<file path="src/rtl/serial_addsub_ctrl.sv">
// serial_addsub_ctrl: bit-serial adder/subtractor, LSB first, one NAND full adder.
// Ports: clk, rst_n (sync, active-low), start, sub, a, b -> busy, done, result, cout, overflow.
// Optional macro OVERFLOW_DETECT_EN builds the signed-overflow flag; otherwise overflow is 0.
module serial_addsub_ctrl #(
    parameter int WIDTH = 8
) (
    input  logic             clk,
    input  logic             rst_n,
    input  logic             start,
    input  logic             sub,
    input  logic [WIDTH-1:0] a,
    input  logic [WIDTH-1:0] b,
    output logic             busy,
    output logic             done,
    output logic [WIDTH-1:0] result,
    output logic             cout,
    output logic             overflow
);

    localparam int CW = $clog2(WIDTH + 1);
    localparam logic [CW-1:0] LAST = CW'(WIDTH - 1);

    typedef enum logic [1:0] {
        IDLE,
        RUN,
        DONE
    } state_t;

    state_t           state;
    state_t           state_nx;
    logic [WIDTH-1:0] sh_a;
    logic [WIDTH-1:0] sh_b;
    logic [WIDTH-1:0] res;
    logic [CW-1:0]    cnt;
    logic             carry;
    logic             sub_q;
    logic             cout_q;
    logic             last;

    // Full adder: two NAND half adders and a NAND carry merge
    logic fa_x;
    logic fa_y;
    logic n1;
    logic hs1;
    logic n2;
    logic fa_s;
    logic fa_c;

    assign fa_x = sh_a[0];
    assign fa_y = sh_b[0] ^ sub_q;
    assign n1   = ~(fa_x & fa_y);
    assign hs1  = ~(~(fa_x & n1) & ~(fa_y & n1));
    assign n2   = ~(hs1 & carry);
    assign fa_s = ~(~(hs1 & n2) & ~(carry & n2));
    assign fa_c = ~(n1 & n2);

    assign last = (cnt == LAST);

    always_comb begin
        state_nx = state;
        busy     = 1'b0;
        done     = 1'b0;
        unique case (state)
            IDLE: begin
                if (start) state_nx = RUN;
            end
            RUN: begin
                busy = 1'b1;
                if (last) state_nx = DONE;
            end
            DONE: begin
                done     = 1'b1;
                state_nx = IDLE;
            end
            default: state_nx = IDLE;
        endcase
    end

    always_ff @(posedge clk) begin
        if (!rst_n) begin
            state  <= IDLE;
            sh_a   <= '0;
            sh_b   <= '0;
            res    <= '0;
            cnt    <= '0;
            carry  <= 1'b0;
            sub_q  <= 1'b0;
            cout_q <= 1'b0;
        end else begin
            state <= state_nx;
            unique case (state)
                IDLE: begin
                    if (start) begin
                        sh_a  <= a;
                        sh_b  <= b;
                        carry <= sub;
                        sub_q <= sub;
                        cnt   <= '0;
                    end
                end
                RUN: begin
                    sh_a  <= sh_a >> 1;
                    sh_b  <= sh_b >> 1;
                    res   <= {fa_s, res[WIDTH-1:1]};
                    carry <= fa_c;
                    cnt   <= cnt + CW'(1);
                    if (last) cout_q <= fa_c;
                end
                default: ;
            endcase
        end
    end

    assign result = res;
    assign cout   = cout_q;

`ifdef OVERFLOW_DETECT_EN
    logic msb_c;
    logic ovf_q;

    // msb_c captures the carry produced by bit WIDTH-2, i.e. the carry into the MSB
    always_ff @(posedge clk) begin
        if (!rst_n) begin
            msb_c <= 1'b0;
            ovf_q <= 1'b0;
        end else if (state == RUN) begin
            if (cnt == CW'(WIDTH - 2)) msb_c <= fa_c;
            if (last) ovf_q <= msb_c ^ fa_c;
        end
    end

    assign overflow = ovf_q;
`else
    assign overflow = 1'b0;
`endif

endmodule

</file>
<file path="config.mk">
export PLATFORM = sky130hd
export DESIGN_NAME = serial_addsub_ctrl
export DESIGN_NICKNAME = d
export VERILOG_FILES = /design/src/rtl/serial_addsub_ctrl.sv
export SDC_FILE = /design/constraint.sdc
export NUM_CORES = 1
export LEC_CHECK = 0
export BUFFER_PORTS_ARGS = -buffer_cell sky130_fd_sc_hd__buf_2
export CORE_ASPECT_RATIO = 0.9
export CORE_UTILIZATION = 53
export CTS_CLUSTER_DIAMETER = 30
export DETAILED_ROUTE_END_ITERATION = 12
export PLACE_DENSITY_LB_ADDON = 0.25
export SYNTH_ARGS = -nofsm -noshare
export SYNTH_HDL_FRONTEND = slang
export SYNTH_SLANG_ARGS = --single-unit
</file>
<file path="constraint.sdc">
create_clock -name clk -period 1.6 [get_ports clk]
set_clock_uncertainty 0.15 [all_clocks]
set_input_delay 0.16 -clock clk [delete_from_list [all_inputs] [get_ports clk]]
set_output_delay 0.16 -clock clk [all_outputs]
set_load 0.01 [all_outputs]
</file>
==> impl_metrics.env, run 1 <==
export IMPL_status="complete, no violations"
export IMPL_p_per_area_mw_per_mm2=893
export IMPL_htree_levels=2
export IMPL_layout_drive_gt1_share_pct=28.0
export IMPL_area_growth_pct=20.1
export IMPL_wl_per_cell_um=13.3
export IMPL_netlist_instances=172
export IMPL_dieArea_mm2=0.00306
export IMPL_relSlewSlack_pct=62.0
export IMPL_finalCriticalPeriod_ns=1.55
export IMPL_cts_tree="yes"
export IMPL_fillers=215
export IMPL_synth_top_area_cell="dfxtp_1"
export IMPL_r2r_slack_ns=0.11
export IMPL_clk_pin_slew_worst_paths_ns=0.11
export IMPL_io_buffers=30
export IMPL_grt_use_total_pct=24.1
export IMPL_cts_sinks=33
export IMPL_holdPathStages=4
export IMPL_initial_utilization_pct=58.6
export IMPL_critical_path_class="reg2out"
export IMPL_remaining_drc_errors=0
export IMPL_vias_per_cell=5.55
export IMPL_fin_area_mm2=0.00181
export IMPL_timing_hold_ws_ns=0.00513
export IMPL_gp_congestion=0.796
export IMPL_insertion_delay_ns=0.36
export IMPL_finalNetCount=232
export IMPL_rr_startpoint="state[1]$_SDFFE_PN0P_"
export IMPL_hp_class="in2reg"
export IMPL_max_freq_mhz=645
export IMPL_pin_count=32
export IMPL_clk_path_buf_depth=2
export IMPL_path_max_fanout=16
export IMPL_synth_distinct_cells=38
export IMPL_grt_pass1_wl_um=5400
export IMPL_place_area_mm2=0.00166
export IMPL_vdd_drop_max_mv=0.578
export IMPL_cp_arrival_ns=1.24
export IMPL_cts_buffers=5
export IMPL_p_leak_uw=0.000743
export IMPL_crit_path_end_kind="output pin"
export IMPL_final_setup_worst_slack_ns=0.0497
export IMPL_synth_seq_cells=33
export IMPL_core_area_mm2=0.00257
export IMPL_finalHoldViolations=0
export IMPL_clockRootBuffer="clkbuf_4"
export IMPL_async_flop_share_pct=0
export IMPL_multi_input_area_um2=738
export IMPL_dp_hpwl_um=2160
export IMPL_antennaDiodeCount=0
export IMPL_seq_area_um2=666
export IMPL_synth_area_per_cell_um2=8.77
export IMPL_yosysTopAreaCellShare_pct=43.8
export IMPL_grt_pass1_vias=1219
export IMPL_syn_nets=194
export IMPL_rr_worst_depth=4
export IMPL_worst_ep_required_time_ns=1.29
export IMPL_die_width_um=58.2
export IMPL_antenna_left=0
export IMPL_antenna_found_initial=0
export IMPL_holdCritStartpoint="a[4]"
export IMPL_setup_violations=0
export IMPL_fin_crit_sh_pct=96.9
export IMPL_fp_row_count=17
export IMPL_worstHoldEndpoint="sh_a[4]$_SDFFE_PN0P_"
export IMPL_worst_pin_slew_ns=0.570
export IMPL_synth_edf_count=0
export IMPL_via_count=1382
export IMPL_first_pass_iters=4
export IMPL_fin_setup_tns_ns=0
export IMPL_maxCapViolations=0
export IMPL_synthFlopType="dfxtp_1"
export IMPL_post_place_ws_ns=0.0166
export IMPL_crit_path_start_kind="flop"
export IMPL_final_util_pct=70.3
export IMPL_yosys_warnings=0
export IMPL_grt_max_degree=27
export IMPL_overflow=0
export IMPL_synthTopCellsByArea="dfxtp_1 44%, a21oi_1 7.6%, o2bb2ai_1 5.2%, o21ai_0 5.0%, nand2_1 4.0%"
export IMPL_yosysSeqAreaShare_pct=43.8
export IMPL_drt_iter0_drc=75
export IMPL_wl_um=3320
export IMPL_rsz0062_at_grt="false"
export IMPL_synth_area_mm2=0.00151
export IMPL_die_h_um=52.6
export IMPL_reg2reg_to="cnt[3]$_SDFFE_PN0P_"
export IMPL_maxSlewViolCount=0
==> Yosys cell counts (2+ instances only) <==
master and number:
a21oi_1 23, dfxtp_1 33, buf_2 6, o221ai_1 6
nand3_1 2, a211oi_1 2, nor2b_1 2, o21ai_0 15
or3b_2 2, inv_1 7, nor2_1 14, o2bb2ai_1 9
nand2_1 16, a32o_1 2, or3b_1 4, buf_4 6
a22o_1 2
==> power by group <==
part | internal, uW | switching, uW | leakage (uW)
Sequential | 868 | 35.6 | 0.000272
Clock | 165 | 309 | 0.0000310
Combinational | 113 | 127 | 0.000440
Total | 1150 | 471 | 0.000743
==> cell type report <==
class,count,share of cell area (%)
clock buffer,5,2.07
clock inverter,3,0.968
inverter,8,2.28
multi-input combinational,118,40.8
sequential,33,36.8
tap,38,2.63
timing repair buffer,44,14.5
==> worst max-delay path: stages, from the launching register on <==
cell,delay [ns]
dfxtp_4,0.46
nand2b_4,0.21
inv_8,0.07
buf_2,0.14
==> per-stage QoR <==
step,total power (uW),std cells
3_3_place_gp,1130,232
4_1_cts,1610,243
5_1_grt,1690,249
3_5_place_dp,1140,232
2_1_floorplan,1080,172
6_report,1620,249
==> worst max path at each step <==
stage	endpoint	startpoint	slack, ns
after detailed placement	cout$_SDFFE_PN0P_	state[1]$_SDFFE_PN0P_	0.02
after CTS	busy	state[1]$_SDFFE_PN0P_	0.01
after global placement	cnt[1]$_SDFFE_PN0P_	state[1]$_SDFFE_PN0P_	0.11
after floorplan	result[7]$_SDFFE_PN0P_	sh_b[0]$_SDFFE_PN0P_	0.31
after global routing	cout$_SDFFE_PN0P_	cnt[0]$_SDFFE_PN0P_	0.001
final	busy	state[1]$_SDFFE_PN0P_	0.05
==> sequential cells by signal (all words and copies together) (netlist names) <==
signal / count
sh_b: 8
state: 2
carry: 1
sub_q: 1
cout: 1
cnt: 4
result: 8
sh_a: 8
==> cells in the final DEF, fill, tap and decap left out, types with 6 or more instances in the layout <==
| master | count |
|---|---|
| a21oi_1 | 23 |
| buf_2 | 30 |
| buf_4 | 11 |
| dfxtp_1 | 31 |
| inv_1 | 6 |
| nand2_1 | 16 |
| nor2_1 | 14 |
| o21ai_0 | 15 |
| o221ai_1 | 6 |
| o2bb2ai_1 | 9 |
==> what timing repair did <==
item / in CTS / in global routing
gates resized for setup: 5 / 2
buffers inserted: 0 / 6
hold buffers: 3 / 0
hold endpoints to repair: 3 / 0
pin swaps: 0 / 0
endpoints found under the setup margin: 3 / 2
==> metal layers <==
| layer | vias up | part of all wire, % | global-route usage [%] |
|---|---|---|---|
| met3 | 7 | 5.2 | 5.93 |
| li1 | 692 | - | - |
| met4 | 0 | 1.6 | 14.3 |
| met5 | - | 0 | 0 |
| met1 | 643 | 48 | 30.7 |
| met2 | 40 | 45 | 37.0 |
==> cell families after synthesis <==
kind of cell	synth area share [%]
compound gates	29.2
simple gates	16.1
flops	43.8
buf+inv	7.22
fa+ha+maj	2.16
other cells	0.249
xor+xnor	0.581
mux	0.664
(Power assumes the default switching activity.)
==> inputs of run 2 (changes only) <==
--- a/config.mk
+++ b/config.mk
@@ -6,7 +6,7 @@
 export NUM_CORES = 1
 export LEC_CHECK = 0
 export BUFFER_PORTS_ARGS = -buffer_cell sky130_fd_sc_hd__buf_2
-export CORE_ASPECT_RATIO = 0.9
+export CORE_ASPECT_RATIO = 1.5
 export CORE_UTILIZATION = 53
 export CTS_CLUSTER_DIAMETER = 30
 export DETAILED_ROUTE_END_ITERATION = 12
==> impl_metrics.env, run 2 (same netlist as run 1, synthesis figures left out) <==
export IMPL_status="complete, no violations"
export IMPL_pin_count=32
export IMPL_max_freq_mhz=662
export IMPL_crit_path_start_kind="flop"
export IMPL_htree_levels=2
export IMPL_holdPathStages=3
export IMPL_cts_sinks=33
export IMPL_overflow=0
export IMPL_p_per_area_mw_per_mm2=976
export IMPL_initial_utilization_pct=56.3
export IMPL_wl_um=3210
export IMPL_die_width_um=45.6
export IMPL_cp_slowest_cell="dfxtp_4"
export IMPL_grt_pass1_wl_um=5080
export IMPL_setup_violations=0
export IMPL_clk_pin_slew_worst_paths_ns=0.07
export IMPL_reg2reg_to="carry$_SDFFE_PN0P_"
export IMPL_met2_length_um=1740
export IMPL_holdCritStartpoint="a[7]"
export IMPL_gp_congestion=0.791
export IMPL_p_leak_uw=0.000725
export IMPL_final_cell_mix="31 x dfxtp_1, 30 x buf_2, 23 x a21oi_1"
export IMPL_antenna_found_initial=0
export IMPL_io_buffers=30
export IMPL_maxSlewViolCount=0
export IMPL_crit_chain="nand2b_4, inv_4, buf_2"
export IMPL_core_area_mm2=0.00268
export IMPL_antennaDiodeCount=0
export IMPL_dp_hpwl_um=2260
export IMPL_slowest_delay_ns=0.40
export IMPL_mostFrequentLayoutCell="dfxtp_1"
export IMPL_crit_family="flip-flops"
export IMPL_finalNetCount=225
export IMPL_worst_ep_required_time_ns=1.29
export IMPL_rr_worst_depth=3
export IMPL_r2r_slack_ns=0.19
export IMPL_rsz0062_at_grt="false"
export IMPL_cp_arrival_ns=1.20
export IMPL_hp_class="in2reg"
export IMPL_drt_iter0_drc=27
export IMPL_cts_buffers=5
export IMPL_via_count=1323
export IMPL_clk_path_buf_depth=2
export IMPL_antenna_left=0
export IMPL_wl_per_cell_um=13.3
export IMPL_worstHoldEndpoint="sh_a[7]$_SDFFE_PN0P_"
export IMPL_critical_path_class="reg2out"
export IMPL_finalHoldViolations=0
export IMPL_maxCapViolations=0
export IMPL_route_met3_wl_um=114
export IMPL_remaining_drc_errors=0
export IMPL_dieArea_mm2=0.00307
export IMPL_first_pass_iters=7
export IMPL_fin_crit_sh_pct=94.3
export IMPL_cp_buffers_inverters=2
export IMPL_die_h_um=67.3
export IMPL_area_growth_pct=17.4
export IMPL_finalCriticalPeriod_ns=1.51
export IMPL_grt_pass1_vias=1227
export IMPL_dr_max_layer_used="met4"
export IMPL_grt_use_total_pct=23.1
export IMPL_vias_per_cell=5.49
export IMPL_layout_drive_gt1_share_pct=25.5
export IMPL_rr_startpoint="sh_a[0]$_SDFFE_PN0P_"
export IMPL_clockRootBuffer="clkbuf_8"
export IMPL_grt_max_degree=24
export IMPL_vdd_drop_max_mv=0.737
export IMPL_path_max_fanout=16
export IMPL_met1_length_um=1300
export IMPL_timing_hold_ws_ns=0.0660
export IMPL_insertion_delay_ns=0.29
export IMPL_fp_row_count=23
export IMPL_power_uw=1730
export IMPL_fin_setup_tns_ns=0
export IMPL_cts_tree="yes"
export IMPL_crit_path_end_kind="output pin"
[run 2: report_power, final]
| group | switching, uW | internal, uW |
|---|---|---|
| clock | 301 | 301 |
| sequential | 36.2 | 869 |
| combinational | 120 | 100 |
[run 2: tightest hold or removal path: stages]
cell    delay (ns)
buf_2         0.08
a22o_1        0.11
a32o_1        0.12
[run 2: timing repair]
item,in CTS,in global routing
endpoints found under the setup margin,2,0
resized for setup,4,0
hold buffers,1,0
buffers inserted,0,0
endpoints found under the hold margin,1,0
[run 2: stage by stage]
step	util (%)	cell area, um^2	worst slack [ns]	std cells
2_1_floorplan	-	1510	0.307	172
3_3_place_gp	62.4	1670	0.107	232
3_5_place_dp	62.4	1670	0.0437	232
4_1_cts	66.2	1770	0.0832	241
5_1_grt	66.2	1770	0.00871	241
6_report	66.2	1770	0.0905	241
[run 2: cell type report]
type | count | area [um^2]
Fill cell | 240 | 906
Clock buffer | 6 | 72.6
Inverter | 8 | 32.5
Clock inverter | 2 | 10.0
Sequential cell | 33 | 666
Timing Repair Buffer | 37 | 205
Tap cell | 37 | 46.3
Multi-Input combinational cell | 118 | 738
[run 2: worst max path at each step]
stage,cells after the start,from,slack (ns),endpoint
CTS,3,state[1]$_SDFFE_PN0P_,0.08,busy
global placement,3,state[1]$_SDFFE_PN0P_,0.11,carry$_SDFFE_PN0P_
floorplan,3,sh_b[0]$_SDFFE_PN0P_,0.31,result[7]$_SDFFE_PN0P_
global route,4,state[1]$_SDFFE_PN0P_,0.009,done
finish,3,state[1]$_SDFFE_PN0P_,0.09,busy
detailed placement,3,state[1]$_SDFFE_PN0P_,0.04,carry$_SDFFE_PN0P_
[run 2: routing by layer]
layer | vias up | track usage (%)
met5 | - | 0
met4 | 0 | 11.4
met3 | 5 | 6.68
met2 | 28 | 41.1
met1 | 612 | 23.7
li1 | 678 | -
